===== config.mk =====
export PLATFORM = sky130hd
export DESIGN_NAME = nec_bus_responder
export DESIGN_NICKNAME = d
export VERILOG_FILES = /design/src/rtl/nec_bus_pkg.sv /design/src/rtl/nec_strobe_sync.sv /design/src/rtl/nec_bus_responder.sv
export SDC_FILE = /design/constraint.sdc
export NUM_CORES = 1
export LEC_CHECK = 0
export BUFFER_PORTS_ARGS = -buffer_cell sky130_fd_sc_hd__buf_4
export CORE_ASPECT_RATIO = 0.75
export CORE_MARGIN = 2
export CORE_UTILIZATION = 51
export DETAILED_ROUTE_END_ITERATION = 6
export PLACE_DENSITY = 0.89
export RECOVER_POWER = 100
export SLEW_MARGIN = 20
export SYNTH_ARGS = -nofsm -noshare
export SYNTH_HDL_FRONTEND = slang
export SYNTH_HIERARCHICAL = 1
export SYNTH_SLANG_ARGS = --single-unit

===== constraint.sdc =====
create_clock -name clk -period 2.3 [get_ports clk]
set_clock_uncertainty 0.1 [all_clocks]
set_input_delay 0.575 -clock clk [delete_from_list [all_inputs] [get_ports clk]]
set_output_delay 0.575 -clock clk [all_outputs]
set_load 0.01 [all_outputs]

===== src/rtl/nec_bus_pkg.sv =====
// Shared types for the NEC V30 bus responder: FSM state encoding and byte-enable decode.
package nec_bus_pkg;

    typedef enum logic [3:0] {
        ST_IDLE,
        ST_ADDR,
        ST_RD_REQ,
        ST_RD_WAIT,
        ST_RD_DRIVE,
        ST_WR_REQ,
        ST_WR_WAIT,
        ST_WR_DONE,
        ST_INTA
    } nec_state_e;

    localparam logic [1:0] BE_NONE = 2'b00;
    localparam logic [1:0] BE_LOW  = 2'b01;
    localparam logic [1:0] BE_HIGH = 2'b10;
    localparam logic [1:0] BE_WORD = 2'b11;

    // A0 selects the low lane, UBEn (active low) enables the high lane.
    function automatic logic [1:0] be_decode(input logic a0, input logic ubenn);
        logic [1:0] be;
        case ({ubenn, a0})
            2'b00:   be = BE_WORD;
            2'b01:   be = BE_HIGH;
            2'b10:   be = BE_LOW;
            default: be = BE_NONE;
        endcase
        return be;
    endfunction

endpackage


===== src/rtl/nec_strobe_sync.sv =====
// Multi-stage synchronizer for one raw CPU strobe, with edge pulses on the synchronized level.
module nec_strobe_sync #(
    parameter int   STAGES   = 2,
    parameter logic IDLE_LVL = 1'b1
) (
    input  logic clk,
    input  logic reset,
    input  logic din,
    output logic q,
    output logic fall,
    output logic rise
);

    logic [STAGES-1:0] sync_q;
    logic              prev_q;

    always_ff @(posedge clk) begin
        if (reset) begin
            sync_q <= {STAGES{IDLE_LVL}};
            prev_q <= IDLE_LVL;
        end else begin
            sync_q <= {sync_q[STAGES-2:0], din};
            prev_q <= sync_q[STAGES-1];
        end
    end

    assign q    = sync_q[STAGES-1];
    assign fall = prev_q & ~q;
    assign rise = ~prev_q & q;

endmodule


===== src/rtl/nec_bus_responder.sv =====
// Bus-slave side of the NEC V30 interface: latches the address on ASTB, forwards
// read/write cycles to a single-request memory/IO port and answers INTA cycles.
//
// state    | meaning
// IDLE     | waiting for ASTB to fall
// ADDR     | address latched, READY low, waiting for RDn/WRn/INTAKn
// RD_REQ   | one-cycle mem_rd pulse
// RD_WAIT  | waiting for mem_ack or timeout
// RD_DRIVE | read data on AD, READY high until RDn returns high
// WR_REQ   | one-cycle mem_wr pulse
// WR_WAIT  | waiting for mem_ack or timeout
// WR_DONE  | READY high until WRn returns high
// INTA     | interrupt acknowledge; second cycle of the pair drives the vector
module nec_bus_responder
    import nec_bus_pkg::*;
#(
    parameter int TIMEOUT     = 64,
    parameter int SYNC_STAGES = 2
) (
    input  logic        clk,
    input  logic        reset,
    input  logic [19:0] nec_ad_in,
    output logic [15:0] nec_ad_out,
    output logic        nec_ad_oe,
    output logic        nec_ad_dir,
    output logic        nec_ready,
    input  logic        nec_astb,
    input  logic        nec_rdn,
    input  logic        nec_wrn,
    input  logic        nec_intakn,
    input  logic        nec_ion,
    input  logic        nec_ubenn,
    output logic [19:0] mem_addr,
    output logic [1:0]  mem_be,
    output logic        mem_io,
    output logic        mem_rd,
    output logic        mem_wr,
    output logic [15:0] mem_wdata,
    input  logic [15:0] mem_rdata,
    input  logic        mem_ack,
    input  logic [7:0]  int_vector,
    output logic        timeout_err
);

    localparam int               CNT_W    = $clog2(TIMEOUT + 1);
    localparam logic [CNT_W-1:0] CNT_LAST = CNT_W'(TIMEOUT - 1);

    logic astb_q, astb_fall, astb_rise;
    logic rdn_q, rdn_fall, rdn_rise;
    logic wrn_q, wrn_fall, wrn_rise;
    logic intakn_q, intakn_fall, intakn_rise;
    logic unused_edges;

    nec_strobe_sync #(.STAGES(SYNC_STAGES), .IDLE_LVL(1'b0)) u_sync_astb (
        .clk(clk), .reset(reset), .din(nec_astb),
        .q(astb_q), .fall(astb_fall), .rise(astb_rise)
    );
    nec_strobe_sync #(.STAGES(SYNC_STAGES), .IDLE_LVL(1'b1)) u_sync_rdn (
        .clk(clk), .reset(reset), .din(nec_rdn),
        .q(rdn_q), .fall(rdn_fall), .rise(rdn_rise)
    );
    nec_strobe_sync #(.STAGES(SYNC_STAGES), .IDLE_LVL(1'b1)) u_sync_wrn (
        .clk(clk), .reset(reset), .din(nec_wrn),
        .q(wrn_q), .fall(wrn_fall), .rise(wrn_rise)
    );
    nec_strobe_sync #(.STAGES(SYNC_STAGES), .IDLE_LVL(1'b1)) u_sync_intakn (
        .clk(clk), .reset(reset), .din(nec_intakn),
        .q(intakn_q), .fall(intakn_fall), .rise(intakn_rise)
    );

    // The FSM works on levels; only the ASTB fall is needed as an event.
    assign unused_edges = ^{astb_q, astb_rise, rdn_fall, rdn_rise, wrn_fall, wrn_rise,
                            intakn_fall, intakn_rise};

    nec_state_e       state_q, state_d;
    logic [19:0]      shadow_addr;
    logic             shadow_ion;
    logic             shadow_ubenn;
    logic [CNT_W-1:0] tmo_cnt;
    logic             tmo_hit;
    logic             inta_toggle;
    logic             addr_open;

    assign tmo_hit   = (tmo_cnt == CNT_LAST);
    assign addr_open = (state_q == ST_IDLE) || (state_q == ST_ADDR);

    // Raw ASTB is used here on purpose: the address is only stable while ASTB is high.
    always_ff @(posedge clk) begin
        if (reset) begin
            shadow_addr  <= '0;
            shadow_ion   <= 1'b1;
            shadow_ubenn <= 1'b1;
        end else if (nec_astb) begin
            shadow_addr  <= nec_ad_in;
            shadow_ion   <= nec_ion;
            shadow_ubenn <= nec_ubenn;
        end
    end

    always_ff @(posedge clk) begin
        if (reset) begin
            state_q <= ST_IDLE;
        end else begin
            state_q <= state_d;
        end
    end

    always_comb begin
        state_d     = state_q;
        mem_rd      = 1'b0;
        mem_wr      = 1'b0;
        nec_ready   = 1'b1;
        nec_ad_oe   = 1'b0;
        timeout_err = 1'b0;
        case (state_q)
            ST_IDLE: begin
                if (astb_fall) state_d = ST_ADDR;
            end
            ST_ADDR: begin
                nec_ready = 1'b0;
                if (astb_fall)      state_d = ST_ADDR;
                else if (!intakn_q) state_d = ST_INTA;
                else if (!rdn_q)    state_d = ST_RD_REQ;
                else if (!wrn_q)    state_d = ST_WR_REQ;
            end
            ST_RD_REQ: begin
                nec_ready = 1'b0;
                mem_rd    = 1'b1;
                state_d   = ST_RD_WAIT;
            end
            ST_RD_WAIT: begin
                nec_ready   = 1'b0;
                timeout_err = tmo_hit & ~mem_ack;
                if (mem_ack || tmo_hit) state_d = ST_RD_DRIVE;
            end
            ST_RD_DRIVE: begin
                nec_ad_oe = ~rdn_q;
                if (rdn_q) state_d = ST_IDLE;
            end
            ST_WR_REQ: begin
                nec_ready = 1'b0;
                mem_wr    = 1'b1;
                state_d   = ST_WR_WAIT;
            end
            ST_WR_WAIT: begin
                nec_ready   = 1'b0;
                timeout_err = tmo_hit & ~mem_ack;
                if (mem_ack || tmo_hit) state_d = ST_WR_DONE;
            end
            ST_WR_DONE: begin
                if (wrn_q) state_d = ST_IDLE;
            end
            ST_INTA: begin
                nec_ad_oe = inta_toggle & ~intakn_q;
                if (intakn_q) state_d = ST_IDLE;
            end
            default: state_d = ST_IDLE;
        endcase
    end

    assign nec_ad_dir = nec_ad_oe;

    always_ff @(posedge clk) begin
        if (reset) begin
            mem_addr    <= '0;
            mem_be      <= BE_NONE;
            mem_io      <= 1'b0;
            mem_wdata   <= '0;
            nec_ad_out  <= '0;
            tmo_cnt     <= '0;
            inta_toggle <= 1'b0;
        end else begin
            if (astb_fall && addr_open) begin
                mem_addr <= shadow_addr;
                mem_be   <= be_decode(shadow_addr[0], shadow_ubenn);
                mem_io   <= ~shadow_ion;
            end
            // Write data has been on AD since before WRn made it through the synchronizer.
            if (state_q == ST_ADDR && state_d == ST_WR_REQ) begin
                mem_wdata <= nec_ad_in[15:0];
            end
            if (state_q == ST_ADDR && state_d == ST_INTA && inta_toggle) begin
                nec_ad_out <= {8'h00, int_vector};
            end
            case (state_q)
                ST_RD_REQ, ST_WR_REQ: tmo_cnt <= '0;
                ST_RD_WAIT: begin
                    if (mem_ack)      nec_ad_out <= mem_rdata;
                    else if (tmo_hit) nec_ad_out <= 16'hFFFF;
                    else              tmo_cnt    <= tmo_cnt + 1'b1;
                end
                ST_WR_WAIT: begin
                    if (!mem_ack && !tmo_hit) tmo_cnt <= tmo_cnt + 1'b1;
                end
                ST_INTA: begin
                    if (intakn_q) inta_toggle <= ~inta_toggle;
                end
                default: ;
            endcase
        end
    end

endmodule


==> metrics.cfg <==
[clock_tree]
cts_tree = built
clock_latency_ps = 350
cts_root_buf = clkbuf_8
cts_hold_buf = 0
path_clk_slew_ps = 80
clk_path_buf_depth = 2
cts.sinks = 98
htreeDepth = 3
numCtsBuffers = 9

[die]
die_w_um = 104
coreArea_um2 = 7300
die_y_um = 79.1
dieArea_um2 = 8230
start_util_pct = 52.5
fp-row-count = 27
io-pin-count = 114

[timing]
hold_viol = 0
final.setup.tns_ps = 0
period_share_pct = 99.9
slew_headroom_pct = 33.9
layout_setup_ws_ps = 2.60
fmax_ghz = 0.435
period_needed_ps = 2300
finalMaxSlewViolations = 0
setup_viol = 0
rsz0062_at_grt = yes
tightest_slew_ps = 992

[final_layout]
final_cells = 627
design_area_um2 = 4760
syn_to_final_growth_pct = 24.1
nets = 576
layout-drive-gt1-share_pct = 19.0
antenna_cells = 0

[global_routing]
overflow = 0
grt_max_degree = 53
grt_pass1_wl_mm = 15.2
gr-usage-all-layers_pct = 22.9
grt_pass1_vias = 3137
antenna_found_initial = 0

[power]
power_w = 0.00291
power.internal_w = 0.00223
seqPwrFrac_pct = 60.2
swShare_pct = 23.6
p_leak_nw = 1.99
ir_drop_mv = 0.378
comb_power_share_pct = 6.9
powerDensity_nw_per_um2 = 613
power_frac_clock_pct = 32.9
switchingPower_w = 0.000687

[critical_path]
cp-start-kind = register
cp_data_arrival_time_ps = 1620
end_kind = primary output
critPathKind = reg2out
slowest_delay_ps = 360
crit_family = simple AND/OR/NAND/NOR gates
path_max_fanout = 2
crit_chain = ha_4 > nand3_4 > or3_1 > nor3_2 > buf_4
critPathSlowestCell = dfxtp_2
critPathBufInv = 1
crit_required_ps = 1620

[hold_path]
hold_path_class = in2reg

[route]
drt-pass1-iter-count = 5
drc = 0
wirelength_mm = 9.18
route.detailed.wl_per_inst_um = 14.6
drtIter0Drc = 131
vias_per_cell = 5.30
ant_nets = 0
vias = 3323

[synthesis]
syn_inst = 411
netlist_area_um2 = 3830
synth_nets = 465
yosysWarningCount = 6
syn_area_per_cell_um2 = 9.32

[place]
dp_worst_setup_slack_ps = 218
dp.final_hpwl_mm = 6.49
place_inst = 608
port_buffers = 113
dpl-instance-area_um2 = 4750
place_congestion = 0.857

[status]
status = finished clean

[flow_run]
cap_violations = 0

power groups by stage:
stage               combinational (W)  sequential [W]  clock [W]
floorplan                    0.000101         0.00179          0
global placement             0.000203         0.00179          0
detailed placement           0.000207         0.00179          0
CTS                          0.000208         0.00175   0.000991
global route                 0.000221         0.00176    0.00106
finish                       0.000200         0.00175   0.000960
final cells by class:
| cell class | count | area (um2) |
|---|---|---|
| Fill cell | 673 | 2540 |
| Sequential cell | 98 | 1970 |
| Multi-Input combinational cell | 282 | 1740 |
| Timing Repair Buffer | 127 | 736 |
| Clock buffer | 10 | 128 |
| Tap cell | 101 | 126 |
| Clock inverter | 5 | 40.0 |
| Inverter | 4 | 15.0 |
repair_timing:
action                                  CTS  global route
endpoints found under the setup margin    4             5
resized for setup                         8             4
pin swaps                                 0             3
buffers inserted                          0             4
state kept, by name (all words and copies together), names as in the netlist:
signal and flops:
inta_toggle 1, mem_addr 20, mem_be 2, mem_io 1, mem_wdata 16, nec_ad_out 16, shadow_addr 20, shadow_ion 1
shadow_ubenn 1, state_q 4, tmo_cnt 7, u_sync_astb/prev_q 1, u_sync_astb/sync_q 2, u_sync_intakn/sync_q 2, u_sync_rdn/sync_q 2, u_sync_wrn/sync_q 2
worst reg2reg max path: stages, from the launching register on:
cell,delay (ps)
dfxtp_2,360
ha_4,150
nand3_4,70
buf_4,160
o31a_1,380
or2_0,440
a211oi_1,310
through the flow:
step           utilization [%]  hold slack (ps)
6_report                  65.2              306
5_1_grt                   65.2              290
4_1_cts                   67.8              291
3_5_place_dp              65.1              289
3_3_place_gp              65.1              289
2_1_floorplan                -              283
metal layers:
metal  track usage, %  up-vias  part of all wire [%]
met5                0        -                     0
met4             5.95        0                   1.5
met3             8.70       12                   8.1
met2             38.5      124                    47
met1             27.9     1566                    44
li1                 -     1621                     -
worst paths after layout:
kind	startpoint	end	slack (ps)	depth (start not counted)
setup / recovery	tmo_cnt[1]	timeout_err	3	5
hold / removal	nec_rdn	u_sync_rdn/sync_q[0]	310	2
setup reg to reg	tmo_cnt[1]	nec_ad_out[0]	250	6
hold reg to reg	u_sync_rdn/sync_q[0]	u_sync_rdn/sync_q[1]	310	1
cell usage in the layout, fill, tap and decap left out, types with 3 or more instances in the layout:
cell	instances
dfxtp_1	93
buf_4	68
nor2_1	62
clkbuf_1	57
nand2_1	51
mux2i_1	45
a21oi_1	33
a211oi_1	11
nor3_1	10
clkbuf_8	9
nor2b_1	7
or2_1	6
o21ai_0	5
inv_1	4
dfxtp_2	4
a31oi_1	3
or3_1	3
and2_1	3
a211o_1	3
nand3_1	3
nand2b_1	3
clkinvlp_4	3
clkbuf_2	3
Power figures use the tool's default switching activity.
